<file path="src/rtl/punc_mc_control_if.sv">
// -----------------------------------------------------------------------------
// punc_mc_control_if
//   Memory handshake bundle between the PUnC control unit and the memory
//   wrapper.
//   mem_req      : access request, held until mem_ready
//   mem_we       : write enable, stable for the whole request
//   mem_addr_sel : address source (0 PC, 1 PC+off9, 2 Rq+off6, 3 temp)
//   mem_ready    : memory completes the current access this cycle
//   master modport = control unit, slave modport = memory wrapper.
// -----------------------------------------------------------------------------
interface punc_mc_control_if;
  logic       mem_req;
  logic       mem_we;
  logic [1:0] mem_addr_sel;
  logic       mem_ready;

  modport master (
    output mem_req,
    output mem_we,
    output mem_addr_sel,
    input  mem_ready
  );

  modport slave (
    input  mem_req,
    input  mem_we,
    input  mem_addr_sel,
    output mem_ready
  );
endinterface

</file>
<file path="src/rtl/punc_mc_control.sv">
// -----------------------------------------------------------------------------
// punc_mc_control
//   Multicycle control unit for the PUnC LC3 core with variable-latency
//   memory. Sequences INIT/FETCH/DECODE/EXEC/EXEC2/HALT/FAULT, decodes ir and
//   drives the datapath strobes. Every memory access waits on mem_ready; a
//   stuck access longer than TIMEOUT_CYCLES traps the core in FAULT.
//
//   Ports:
//     clk, rst          : clock, asynchronous active-high reset
//     ir, nzp_match     : instruction and branch condition from the datapath
//     run               : resume from HALT
//     mem               : memory handshake (punc_mc_control_if.master)
//     ir_/pc_/rf_/alu_/temp_/nzp_* : datapath control strobes and selects
//     halted, fault     : status
//     instr_count, stall_count : performance counters
//
//   Build option: define PUNC_CTRL_PERF_EN to build the instruction/stall
//   counters; otherwise both counter outputs are tied to zero.
// -----------------------------------------------------------------------------
module punc_mc_control #(
  parameter int TIMEOUT_CYCLES = 16,
  parameter int CNT_W          = 32
) (
  input  logic             clk,
  input  logic             rst,
  input  logic [15:0]      ir,
  input  logic             nzp_match,
  input  logic             run,
  punc_mc_control_if.master mem,
  output logic             ir_clr,
  output logic             ir_ld,
  output logic             pc_clr,
  output logic             pc_ld,
  output logic             pc_inc,
  output logic [1:0]       pc_sel,
  output logic [1:0]       rf_w_data_sel,
  output logic             rf_w_addr_sel,
  output logic             rf_rp_addr_sel,
  output logic             rf_w_wr,
  output logic             rf_rp_rd,
  output logic             rf_rq_rd,
  output logic             temp_ld,
  output logic             nzp_ld,
  output logic             nzp_clr,
  output logic [1:0]       alu_sel,
  output logic             alu_in_a,
  output logic             halted,
  output logic             fault,
  output logic [CNT_W-1:0] instr_count,
  output logic [CNT_W-1:0] stall_count
);

  typedef enum logic [2:0] {
    S_INIT, S_FETCH, S_DECODE, S_EXEC, S_EXEC2, S_HALT, S_FAULT
  } state_t;

  localparam logic [3:0] OP_BR  = 4'b0000, OP_ADD = 4'b0001, OP_LD  = 4'b0010,
                         OP_ST  = 4'b0011, OP_JSR = 4'b0100, OP_AND = 4'b0101,
                         OP_LDR = 4'b0110, OP_STR = 4'b0111, OP_NOT = 4'b1001,
                         OP_LDI = 4'b1010, OP_STI = 4'b1011, OP_JMP = 4'b1100,
                         OP_LEA = 4'b1110, OP_HLT = 4'b1111;

  localparam int WAIT_W = (TIMEOUT_CYCLES > 1) ? $clog2(TIMEOUT_CYCLES) : 1;
  localparam logic [WAIT_W-1:0] WAIT_LAST =
    (TIMEOUT_CYCLES > 0) ? WAIT_W'(TIMEOUT_CYCLES - 1) : '0;

  state_t            state_q, state_d;
  logic [WAIT_W-1:0] wait_cnt_q, wait_cnt_d;
  logic              mem_req, mem_we;
  logic [1:0]        mem_addr_sel;
  logic              timeout_hit;
  logic              stalled;
  logic [3:0]        opcode;
  logic              unused_ir;

  assign opcode      = ir[15:12];
  assign unused_ir   = ^{ir[10:6], ir[4:0]};
  assign stalled     = mem_req && !mem.mem_ready;
  assign timeout_hit = (TIMEOUT_CYCLES != 0) && (wait_cnt_q == WAIT_LAST);

  assign mem.mem_req      = mem_req;
  assign mem.mem_we       = mem_we;
  assign mem.mem_addr_sel = mem_addr_sel;

  always_ff @(posedge clk or posedge rst) begin
    if (rst) begin
      state_q    <= S_INIT;
      wait_cnt_q <= '0;
    end else begin
      state_q    <= state_d;
      wait_cnt_q <= wait_cnt_d;
    end
  end

  // Wait counter restarts whenever the FSM moves, so each access gets its own
  // timeout budget.
  always_comb begin
    wait_cnt_d = wait_cnt_q;
    if (state_d != state_q)
      wait_cnt_d = '0;
    else if (stalled && (TIMEOUT_CYCLES != 0))
      wait_cnt_d = wait_cnt_q + WAIT_W'(1);
  end

  always_comb begin
    state_d        = state_q;
    ir_clr         = 1'b0;
    ir_ld          = 1'b0;
    pc_clr         = 1'b0;
    pc_ld          = 1'b0;
    pc_inc         = 1'b0;
    pc_sel         = 2'd0;
    mem_req        = 1'b0;
    mem_we         = 1'b0;
    mem_addr_sel   = 2'd0;
    rf_w_data_sel  = 2'd0;
    rf_w_addr_sel  = 1'b0;
    rf_rp_addr_sel = 1'b0;
    rf_w_wr        = 1'b0;
    rf_rp_rd       = 1'b0;
    rf_rq_rd       = 1'b0;
    temp_ld        = 1'b0;
    nzp_ld         = 1'b0;
    nzp_clr        = 1'b0;
    alu_sel        = 2'd0;
    alu_in_a       = 1'b0;
    halted         = 1'b0;
    fault          = 1'b0;

    unique case (state_q)
      S_INIT: begin
        pc_clr  = 1'b1;
        ir_clr  = 1'b1;
        nzp_clr = 1'b1;
        state_d = S_FETCH;
      end
      S_FETCH: begin
        mem_req = 1'b1;
        if (mem.mem_ready) begin
          ir_ld   = 1'b1;
          pc_inc  = 1'b1;
          state_d = S_DECODE;
        end
      end
      S_DECODE: state_d = S_EXEC;
      S_EXEC: begin
        state_d = S_FETCH;
        case (opcode)
          OP_ADD, OP_AND: begin
            alu_sel  = (opcode == OP_AND) ? 2'd1 : 2'd0;
            rf_w_wr  = 1'b1;
            nzp_ld   = 1'b1;
            rf_rq_rd = 1'b1;
            if (ir[5]) alu_in_a = 1'b1;
            else       rf_rp_rd = 1'b1;
          end
          OP_NOT: begin
            alu_sel  = 2'd2;
            rf_rq_rd = 1'b1;
            rf_w_wr  = 1'b1;
            nzp_ld   = 1'b1;
          end
          OP_LEA: begin
            rf_w_data_sel = 2'd3;
            rf_w_wr       = 1'b1;
            nzp_ld        = 1'b1;
          end
          OP_BR: pc_ld = nzp_match;
          OP_JMP: begin
            rf_rq_rd = 1'b1;
            pc_ld    = 1'b1;
            pc_sel   = 2'd2;
          end
          OP_JSR: begin
            rf_w_data_sel = 2'd2;
            rf_w_addr_sel = 1'b1;
            rf_w_wr       = 1'b1;
            state_d       = S_EXEC2;
          end
          OP_LD, OP_LDR: begin
            mem_req       = 1'b1;
            mem_addr_sel  = (opcode == OP_LD) ? 2'd1 : 2'd2;
            rf_rq_rd      = (opcode == OP_LDR);
            rf_w_data_sel = 2'd1;
            rf_w_wr       = mem.mem_ready;
            nzp_ld        = mem.mem_ready;
            state_d       = mem.mem_ready ? S_FETCH : S_EXEC;
          end
          OP_ST, OP_STR: begin
            mem_req        = 1'b1;
            mem_we         = 1'b1;
            mem_addr_sel   = (opcode == OP_ST) ? 2'd1 : 2'd2;
            rf_rq_rd       = (opcode == OP_STR);
            rf_rp_addr_sel = 1'b1;
            rf_rp_rd       = 1'b1;
            state_d        = mem.mem_ready ? S_FETCH : S_EXEC;
          end
          OP_LDI, OP_STI: begin
            // First access fetches the pointer into temp.
            mem_req      = 1'b1;
            mem_addr_sel = 2'd1;
            temp_ld      = mem.mem_ready;
            state_d      = mem.mem_ready ? S_EXEC2 : S_EXEC;
          end
          OP_HLT: state_d = S_HALT;
          default: state_d = S_FETCH;
        endcase
      end
      S_EXEC2: begin
        state_d = S_FETCH;
        case (opcode)
          OP_JSR: begin
            pc_ld = 1'b1;
            if (ir[11]) pc_sel = 2'd1;
            else begin
              pc_sel   = 2'd2;
              rf_rq_rd = 1'b1;
            end
          end
          OP_LDI: begin
            mem_req       = 1'b1;
            mem_addr_sel  = 2'd3;
            rf_w_data_sel = 2'd1;
            rf_w_wr       = mem.mem_ready;
            nzp_ld        = mem.mem_ready;
            state_d       = mem.mem_ready ? S_FETCH : S_EXEC2;
          end
          OP_STI: begin
            mem_req        = 1'b1;
            mem_we         = 1'b1;
            mem_addr_sel   = 2'd3;
            rf_rp_addr_sel = 1'b1;
            rf_rp_rd       = 1'b1;
            state_d        = mem.mem_ready ? S_FETCH : S_EXEC2;
          end
          default: state_d = S_FETCH;
        endcase
      end
      S_HALT: begin
        halted = 1'b1;
        if (run) state_d = S_FETCH;
      end
      S_FAULT: fault = 1'b1;
      default: state_d = S_INIT;
    endcase

    // A completing access always wins over the timeout.
    if (stalled && timeout_hit) state_d = S_FAULT;
  end

`ifdef PUNC_CTRL_PERF_EN
  logic [CNT_W-1:0] instr_count_q, instr_count_d;
  logic [CNT_W-1:0] stall_count_q, stall_count_d;

  always_comb begin
    instr_count_d = instr_count_q;
    stall_count_d = stall_count_q;
    // An EXEC exit is a retiring instruction; a timeout into FAULT is not.
    if (state_q == S_EXEC && state_d != S_EXEC && state_d != S_FAULT)
      instr_count_d = instr_count_q + CNT_W'(1);
    if (stalled)
      stall_count_d = stall_count_q + CNT_W'(1);
  end

  always_ff @(posedge clk or posedge rst) begin
    if (rst) begin
      instr_count_q <= '0;
      stall_count_q <= '0;
    end else begin
      instr_count_q <= instr_count_d;
      stall_count_q <= stall_count_d;
    end
  end

  assign instr_count = instr_count_q;
  assign stall_count = stall_count_q;
`else
  assign instr_count = '0;
  assign stall_count = '0;
`endif

endmodule

</file>
<file path="src/flat_wrapper.sv">
// flat-port wrapper written by rule: the top's interface ports become plain ports
module punc_mc_control_flat 
#(
  parameter int TIMEOUT_CYCLES = 16,
  parameter int CNT_W          = 32
)
  (clk, rst, ir, nzp_match, run, ir_clr, ir_ld, pc_clr, pc_ld, pc_inc, pc_sel, rf_w_data_sel, rf_w_addr_sel, rf_rp_addr_sel, rf_w_wr, rf_rp_rd, rf_rq_rd, temp_ld, nzp_ld, nzp_clr, alu_sel, alu_in_a, halted, fault, instr_count, stall_count, mem_mem_req, mem_mem_we, mem_mem_addr_sel, mem_mem_ready);
  punc_mc_control_if mem_i ();
  input  logic clk;
  input  logic rst;
  input  logic [15:0] ir;
  input  logic nzp_match;
  input  logic run;
  output logic ir_clr;
  output logic ir_ld;
  output logic pc_clr;
  output logic pc_ld;
  output logic pc_inc;
  output logic [1:0] pc_sel;
  output logic [1:0] rf_w_data_sel;
  output logic rf_w_addr_sel;
  output logic rf_rp_addr_sel;
  output logic rf_w_wr;
  output logic rf_rp_rd;
  output logic rf_rq_rd;
  output logic temp_ld;
  output logic nzp_ld;
  output logic nzp_clr;
  output logic [1:0] alu_sel;
  output logic alu_in_a;
  output logic halted;
  output logic fault;
  output logic [CNT_W-1:0] instr_count;
  output logic [CNT_W-1:0] stall_count;
  output wire logic [$bits(mem_i.mem_req)-1:0] mem_mem_req;
  output wire logic [$bits(mem_i.mem_we)-1:0] mem_mem_we;
  output wire logic [$bits(mem_i.mem_addr_sel)-1:0] mem_mem_addr_sel;
  input wire logic [$bits(mem_i.mem_ready)-1:0] mem_mem_ready;
  assign mem_mem_req = mem_i.mem_req;
  assign mem_mem_we = mem_i.mem_we;
  assign mem_mem_addr_sel = mem_i.mem_addr_sel;
  assign mem_i.mem_ready = mem_mem_ready;
  punc_mc_control #(.TIMEOUT_CYCLES(TIMEOUT_CYCLES), .CNT_W(CNT_W)) u_core (.clk(clk), .rst(rst), .ir(ir), .nzp_match(nzp_match), .run(run), .mem(mem_i), .ir_clr(ir_clr), .ir_ld(ir_ld), .pc_clr(pc_clr), .pc_ld(pc_ld), .pc_inc(pc_inc), .pc_sel(pc_sel), .rf_w_data_sel(rf_w_data_sel), .rf_w_addr_sel(rf_w_addr_sel), .rf_rp_addr_sel(rf_rp_addr_sel), .rf_w_wr(rf_w_wr), .rf_rp_rd(rf_rp_rd), .rf_rq_rd(rf_rq_rd), .temp_ld(temp_ld), .nzp_ld(nzp_ld), .nzp_clr(nzp_clr), .alu_sel(alu_sel), .alu_in_a(alu_in_a), .halted(halted), .fault(fault), .instr_count(instr_count), .stall_count(stall_count));
endmodule
</file>
<file path="config.mk">
export PLATFORM = sky130hd
export DESIGN_NAME = punc_mc_control_flat
export DESIGN_NICKNAME = d
export VERILOG_FILES = /design/src/rtl/punc_mc_control_if.sv /design/src/rtl/punc_mc_control.sv /design/src/flat_wrapper.sv
export SDC_FILE = /design/constraint.sdc
export NUM_CORES = 1
export LEC_CHECK = 0
export ABC_AREA = 1
export CAP_MARGIN = 15
export CORE_MARGIN = 3
export CORE_UTILIZATION = 34
export CTS_CLUSTER_DIAMETER = 60
export DETAILED_ROUTE_END_ITERATION = 6
export PLACE_DENSITY = 0.81
export SETUP_SLACK_MARGIN = 0.4
export SYNTH_ARGS = -nofsm -noshare
export SYNTH_HDL_FRONTEND = slang
export SYNTH_SLANG_ARGS = --single-unit
export TNS_END_PERCENT = 1
</file>
<file path="constraint.sdc">
create_clock -name clk -period 2.1 [get_ports clk]
set_clock_uncertainty 0.15 [all_clocks]
set_input_delay 0.21 -clock clk [delete_from_list [all_inputs] [get_ports clk]]
set_output_delay 0.21 -clock clk [all_outputs]
set_load 0.005 [all_outputs]
</file>
## Word-level counts from Yosys, hierarchy flattened

Index checks and enable logic that the tools add are counted.

- Memories kept: 0
- Register bits: 7
- Input port bits: 21
- Output and inout bits: 90
- Latch bits: 0
- Bits in writable memories: 0
- Bits in read-only memories: 0
- Word-level logic and storage cells: 97

- Add/sub/neg operators: 1
- Shift-type cells: 0
- Bitwise operators: 0
- Muxes and demuxes: 58
- Magnitude comparators: 0
- Multiply operators: 0
- Equality and inequality tests: 21
- Reduce and logical (&&, ||, !) cells: 15
- Div/mod/pow operators: 0

Operators with widths:

| kind | count |
|---|---|
| 4-bit equality test, second input constant | 7 |
| 1-bit two-way mux | 22 |
| 3-bit one-hot mux with 7 select lines | 1 |
| 1-bit one-hot mux with 2 select lines | 10 |
| 3-bit two-way mux | 6 |
| 4-bit by 3-bit equality test with 1-bit output, second input constant | 4 |
| 2-bit two-way mux | 8 |
| 2-bit one-hot mux with 2 select lines | 4 |
| 2-bit one-hot mux with 3 select lines | 2 |
| 3-bit one-hot mux with 4 select lines | 1 |
| 4-bit OR reduction | 3 |
| 3-bit equality test, second input constant | 3 |
| 4-bit by 2-bit equality test with 1-bit output, second input constant | 2 |
| 4-bit two-way mux | 2 |
| 2-bit OR reduction | 4 |
| 3-bit by 2-bit equality test with 1-bit output, second input constant | 2 |
| 1-bit one-hot mux with 3 select lines | 2 |
| 6-bit OR reduction | 1 |
| 5-bit OR reduction | 1 |
| 4-bit by 1-bit adder with 4-bit output, second input constant | 1 |
| 4-bit by 1-bit equality test with 1-bit output, second input constant | 1 |
| 4-bit logical NOT | 1 |
| 3-bit by 1-bit equality test with 1-bit output, second input constant | 1 |
| 3-bit logical NOT | 1 |
| 4 further kinds | 5 |

## Depth between registers and ports, before layout

- Depth after elaboration: 9
- Depth in mapped cells: 13
- Gate-level depth less buffers: 12

## Worst setup path before layout

OpenSTA, ideal clock, no wires.

- Kind: register to output
- Start point: register u_core.state_q[0]
- End point: output rf_w_wr
- Cell stages (with the launch flop): 7
- Path buffers: 0
- Data required time: 1.740 ns
- Setup slack: 0.478 ns
- Arrival: 1.262 ns
- Cell sequence: dfrtp_1 -> inv_2 -> nand2_1 -> nor2_2 -> nand2_4 -> o311ai_1 -> or2_1

- Longest elaborated chain between the ends: 2
- Elaborated cells between the ends (all ways): 3
- Those cells by class: 2 x eq/ne; 1 x mux

Ends and longest elaborated chain:

| element | line | RTL |
|---|---|---|
| start, declared | punc_mc_control.sv:67 | `state_t state_q, state_d;` |
| start signal, assigned | punc_mc_control.sv:90 | `state_q <= state_d;` |
| 3-bit equality test / 3-bit by 2-bit equality test with 1-bit output (equally long branches) | punc_mc_control.sv:130 | `unique case (state_q)` |
| 1-bit one-hot mux with 2 select lines * | punc_mc_control.sv:130 |  |
| end, declared | flat_wrapper.sv:23 | `output logic rf_w_wr;` |

Every way passes the cells marked *; elsewhere a longest branch is shown, timed or not.

## Final worst setup path

- Start point: register u_core.state_q[2]
- End point: output fault

- Longest elaborated chain between the ends: 2

Ends and longest elaborated chain:

| element | line | RTL |
|---|---|---|
| 3-bit equality test | punc_mc_control.sv:130 |  |
| 1-bit two-way mux | punc_mc_control.sv:130 |  |
| end, declared | flat_wrapper.sv:32 | `output logic fault;` |

Every way passes these cells.

==> flow_summary.rst <==
.. list-table::
   :header-rows: 1

   * - Metric
     - Value
   * - Total wire length
     - 3.844 mm
   * - Final HPWL from detailed placement
     - about 2.9 mm
   * - Max IR drop VDD
     - about 0.22 mV
   * - Cell count of the worst reg-to-reg path
     - 13
   * - Power per unit of standard cell area
     - around 210 nW/um2
   * - Global-route wire length before repair
     - between 5 and 6 mm
   * - Synthesized area divided by synthesized cell count
     - 6.559 um2
   * - Share of cells above drive strength 1
     - between 30% and 40%
   * - Avg Vias per Cell
     - 4.192
   * - Top routing layer in use
     - met4
   * - Placed cell count
     - 326
   * - Highest clock rate
     - 506.5 MHz
   * - Critical path arrival
     - around 1.6 ns
   * - Number of buffers added to fix hold violations after cts
     - 0
   * - Gpl congestion
     - roughly 0.96
   * - Sequential fraction of design power
     - 31.1%
   * - Setup Crit Path Kind
     - reg2out
   * - Fin. max-slew vios
     - 0
   * - Number of antenna violations at the first check in global routing
     - 0
   * - Yosys warns
     - 0
   * - Max Fanout on Critical Path
     - 4
   * - Area used by multi-input combinational logic
     - between 1000 and 1500 um2
   * - Critical register-to-register path startpoint
     - u_core.state_q[1]
   * - Cell taking the most area after synthesis
     - sky130_fd_sc_hd__buf_4
   * - Die H
     - between 70 and 80 um
   * - RSZ-0062 raised after global routing
     - yes
   * - DRC viols
     - 0
   * - Leak pwr
     - about 1.2 nW
   * - # diodes
     - 0
   * - I/O pins
     - between 100 and 150
   * - Switching power
     - around 130 uW
   * - Proportion of synthesized chip area in sequential cells
     - between 10% and 20%
   * - Initial DRC Count
     - 63
   * - Count of TritonRoute iterations in the first routing pass
     - 4
   * - Most instantiated flip-flop cell in the synthesis netlist
     - sky130_fd_sc_hd__dfrtp_1
   * - Total setup violations reported at the end of the flow
     - 0
   * - Via total after detailed routing
     - 1442
   * - Horizontal die dimension
     - around 72 um
   * - Maximum capacitance violations
     - 0
   * - List of most frequent post-synthesis cells
     - 69 x sky130_fd_sc_hd__buf_4, 40 x sky130_fd_sc_hd__nand2_1, 22 x sky130_fd_sc_hd__nor2_1
   * - Overflow left after global routing
     - 0
   * - Clock root buffer
     - sky130_fd_sc_hd__clkbuf_8
   * - Number of clock buffers inserted by TritonCTS
     - 3
   * - Worst-case register-to-register setup slack
     - approximately 0.15 ns
   * - Non-filler cells in the finished layout
     - 344
   * - Pin count of the biggest net entering global routing
     - 9
   * - Switching Share
     - 29.86%
   * - Clock sinks
     - 7
   * - Status
     - completed
   * - TritonCTS clock tree
     - built
   * - Detail Route met2 WL
     - 2.120 mm
   * - Overall die area
     - ~5100 um2
   * - Minimum clock period after layout
     - about 2 ns
   * - Count of flip-flops with a built-in enable after synthesis
     - 0
   * - Kind of start point of the critical path
     - flip-flop
   * - Effective utilization at floorplan
     - a little over a third
   * - Class of the worst hold path
     - in2async
   * - Reg-to-Reg End
     - u_core.wait_cnt_q[3]
   * - Total number of placement rows
     - 23
   * - Combinational power share
     - approximately a quarter
   * - Routed metal-1 wire length
     - approximately 1.5 mm
   * - Total of flip-flops plus latches after synthesis
     - 7
   * - Final Hold Violating Endpoints
     - 0
   * - Final ANT Viol Nets
     - 0
   * - Skew-Pair Late Insertion Delay
     - roughly 0.22 ns
   * - Post-Syn Instances
     - ~220
   * - Fraction of registers with async set or reset after synthesis
     - 100.0%
   * - Max clock buf depth
     - 2
   * - Synthesized area
     - 1463 um2
   * - Area Overhead vs Synth
     - 40.80%
   * - Via count of the first global-routing pass
     - 1318
   * - Share of the cycle needed by the critical path after routing
     - ~94%
   * - Wire length on met3
     - roughly 260 um
   * - Overall power
     - ~440 uW
   * - Number of port buffers
     - 36
   * - Top cell type's share of synthesized area
     - a little over a third
   * - Post-detailed-route wirelength per cell
     - 11.17 um
   * - Nets
     - between 300 and 400
   * - Core box area
     - about 4000 um2
   * - Clock transition time at the flip-flop clock pins of the worst setup and hold paths
     - roughly 0.040 ns
   * - Int Power
     - 305.7 uW
   * - Most frequent cell after synthesis
     - sky130_fd_sc_hd__buf_4
   * - Sort of element at the end of the critical path
     - output pin
   * - Depth of the CTS H-tree
     - 1
   * - Required time at the endpoint of the critical path
     - around 1.7 ns
   * - Global-route usage over all layers
     - between 10% and 20%
   * - Area taken by flip-flops and latches
     - 177.7 um2
   * - Number of unique standard cell types used by synthesis
     - 32
   * - Layout filler cell count
     - just under 400
   * - Synth top area cells
     - sky130_fd_sc_hd__buf_4 35%, sky130_fd_sc_hd__dfrtp_1 12%, sky130_fd_sc_hd__nand2_1 10%
   * - Part of the power in the clock network
     - 42.6%
## worst max-delay path by stage
stage	slack [ns]	to	start
after floorplan	0.48	rf_w_wr	u_core.state_q[0]
after global placement	-0.21	rf_w_wr	ir[13]
after detailed placement	-0.27	rf_rp_rd	ir[13]
after CTS	0.17	u_core.wait_cnt_q[0]	u_core.state_q[0]
after global routing	0.04	u_core.wait_cnt_q[3]	u_core.state_q[1]
final	0.13	fault	u_core.state_q[2]
## cells by family (layout without fill, tap and decap cells)
logic type,count (synthesis),in the layout,share of synthesized area (%)
simple gates,102,102,36.61
compound gates,12,12,5.219
flops,7,7,11.98
other cells,1,64,0.2564
fa+ha+maj,1,1,0.8553
xor+xnor,2,2,1.198
buf+inv,98,106,43.88
## per-layer routing
layer  vias to the layer above  global-route usage [%]
met4                         0                   1.461
met3                         2                   1.683
met2                        58                   26.53
met5                         -                       0
met1                       676                   16.51
li1                        706                       -
## through the flow
stage	setup WS [ns]	area (um2)	utilization (%)	hold WS, ns	TNS [ns]
2_1_floorplan	0.4781	1699	-	-0.1366	0
3_3_place_gp	-0.2118	1769	43.29	0.3068	-1.876
3_5_place_dp	-0.2691	1769	43.29	0.3212	-2.644
6_report	0.1257	2059	50.40	0.06971	0
5_1_grt	0.04347	2059	50.40	0.1158	0
4_1_cts	0.1676	2002	48.99	0.07628	0
## state kept, by name (all words and copies together) (netlist names)
signal	count
u_core.wait_cnt_q	4
u_core.state_q	3
## cell usage in the layout (no fill, tap or decap), drive strengths merged, types with 3 or more instances in the layout
master         instances
clkbuf                 4
clkdlybuf4s15          3
dfrtp                  7
dlygate4sd2           20
nand2                 48
buf                   44
nand3                 17
nor3                   5
inv                   26
nor2                  26
o21ai                  4
clkdlybuf4s50          8
conb                  64
## cell type report
type | count | area share [%]
well taps | 50 | 3.038
flip-flops and latches | 7 | 8.627
clock buffers | 4 | 2.187
inverters | 27 | 5.225
multi-input cells | 181 | 50.12
repair buffers | 75 | 30.80
## timing repair
action,in CTS,in global routing
setup endpoints to repair,31,31
gates cloned,0,0
resized for setup,84,10
pin swaps,19,12
buffers inserted,12,2
## worst max-delay path, cell delays in order, from the launching register on
cell and delay, ns:
sky130_fd_sc_hd__dfrtp_2 0.43, sky130_fd_sc_hd__buf_6 0.14, sky130_fd_sc_hd__buf_4 0.14, sky130_fd_sc_hd__nand3_2 0.12, sky130_fd_sc_hd__inv_1 0.07, sky130_fd_sc_hd__clkdlybuf4s50_1 0.50
## power by group through the flow
| stage | Combinational (mW) | Clock [mW] | Sequential [mW] |
|---|---|---|---|
| after global placement | 0.101 | 0 | 0.137 |
| after floorplan | 0.139 | 0 | 0.137 |
| final | 0.115 | 0.186 | 0.136 |
| after detailed placement | 0.102 | 0 | 0.137 |
| after global routing | 0.127 | 0.205 | 0.135 |
| after CTS | 0.109 | 0.193 | 0.135 |
Note: power is estimated with default switching activity, not from simulation.
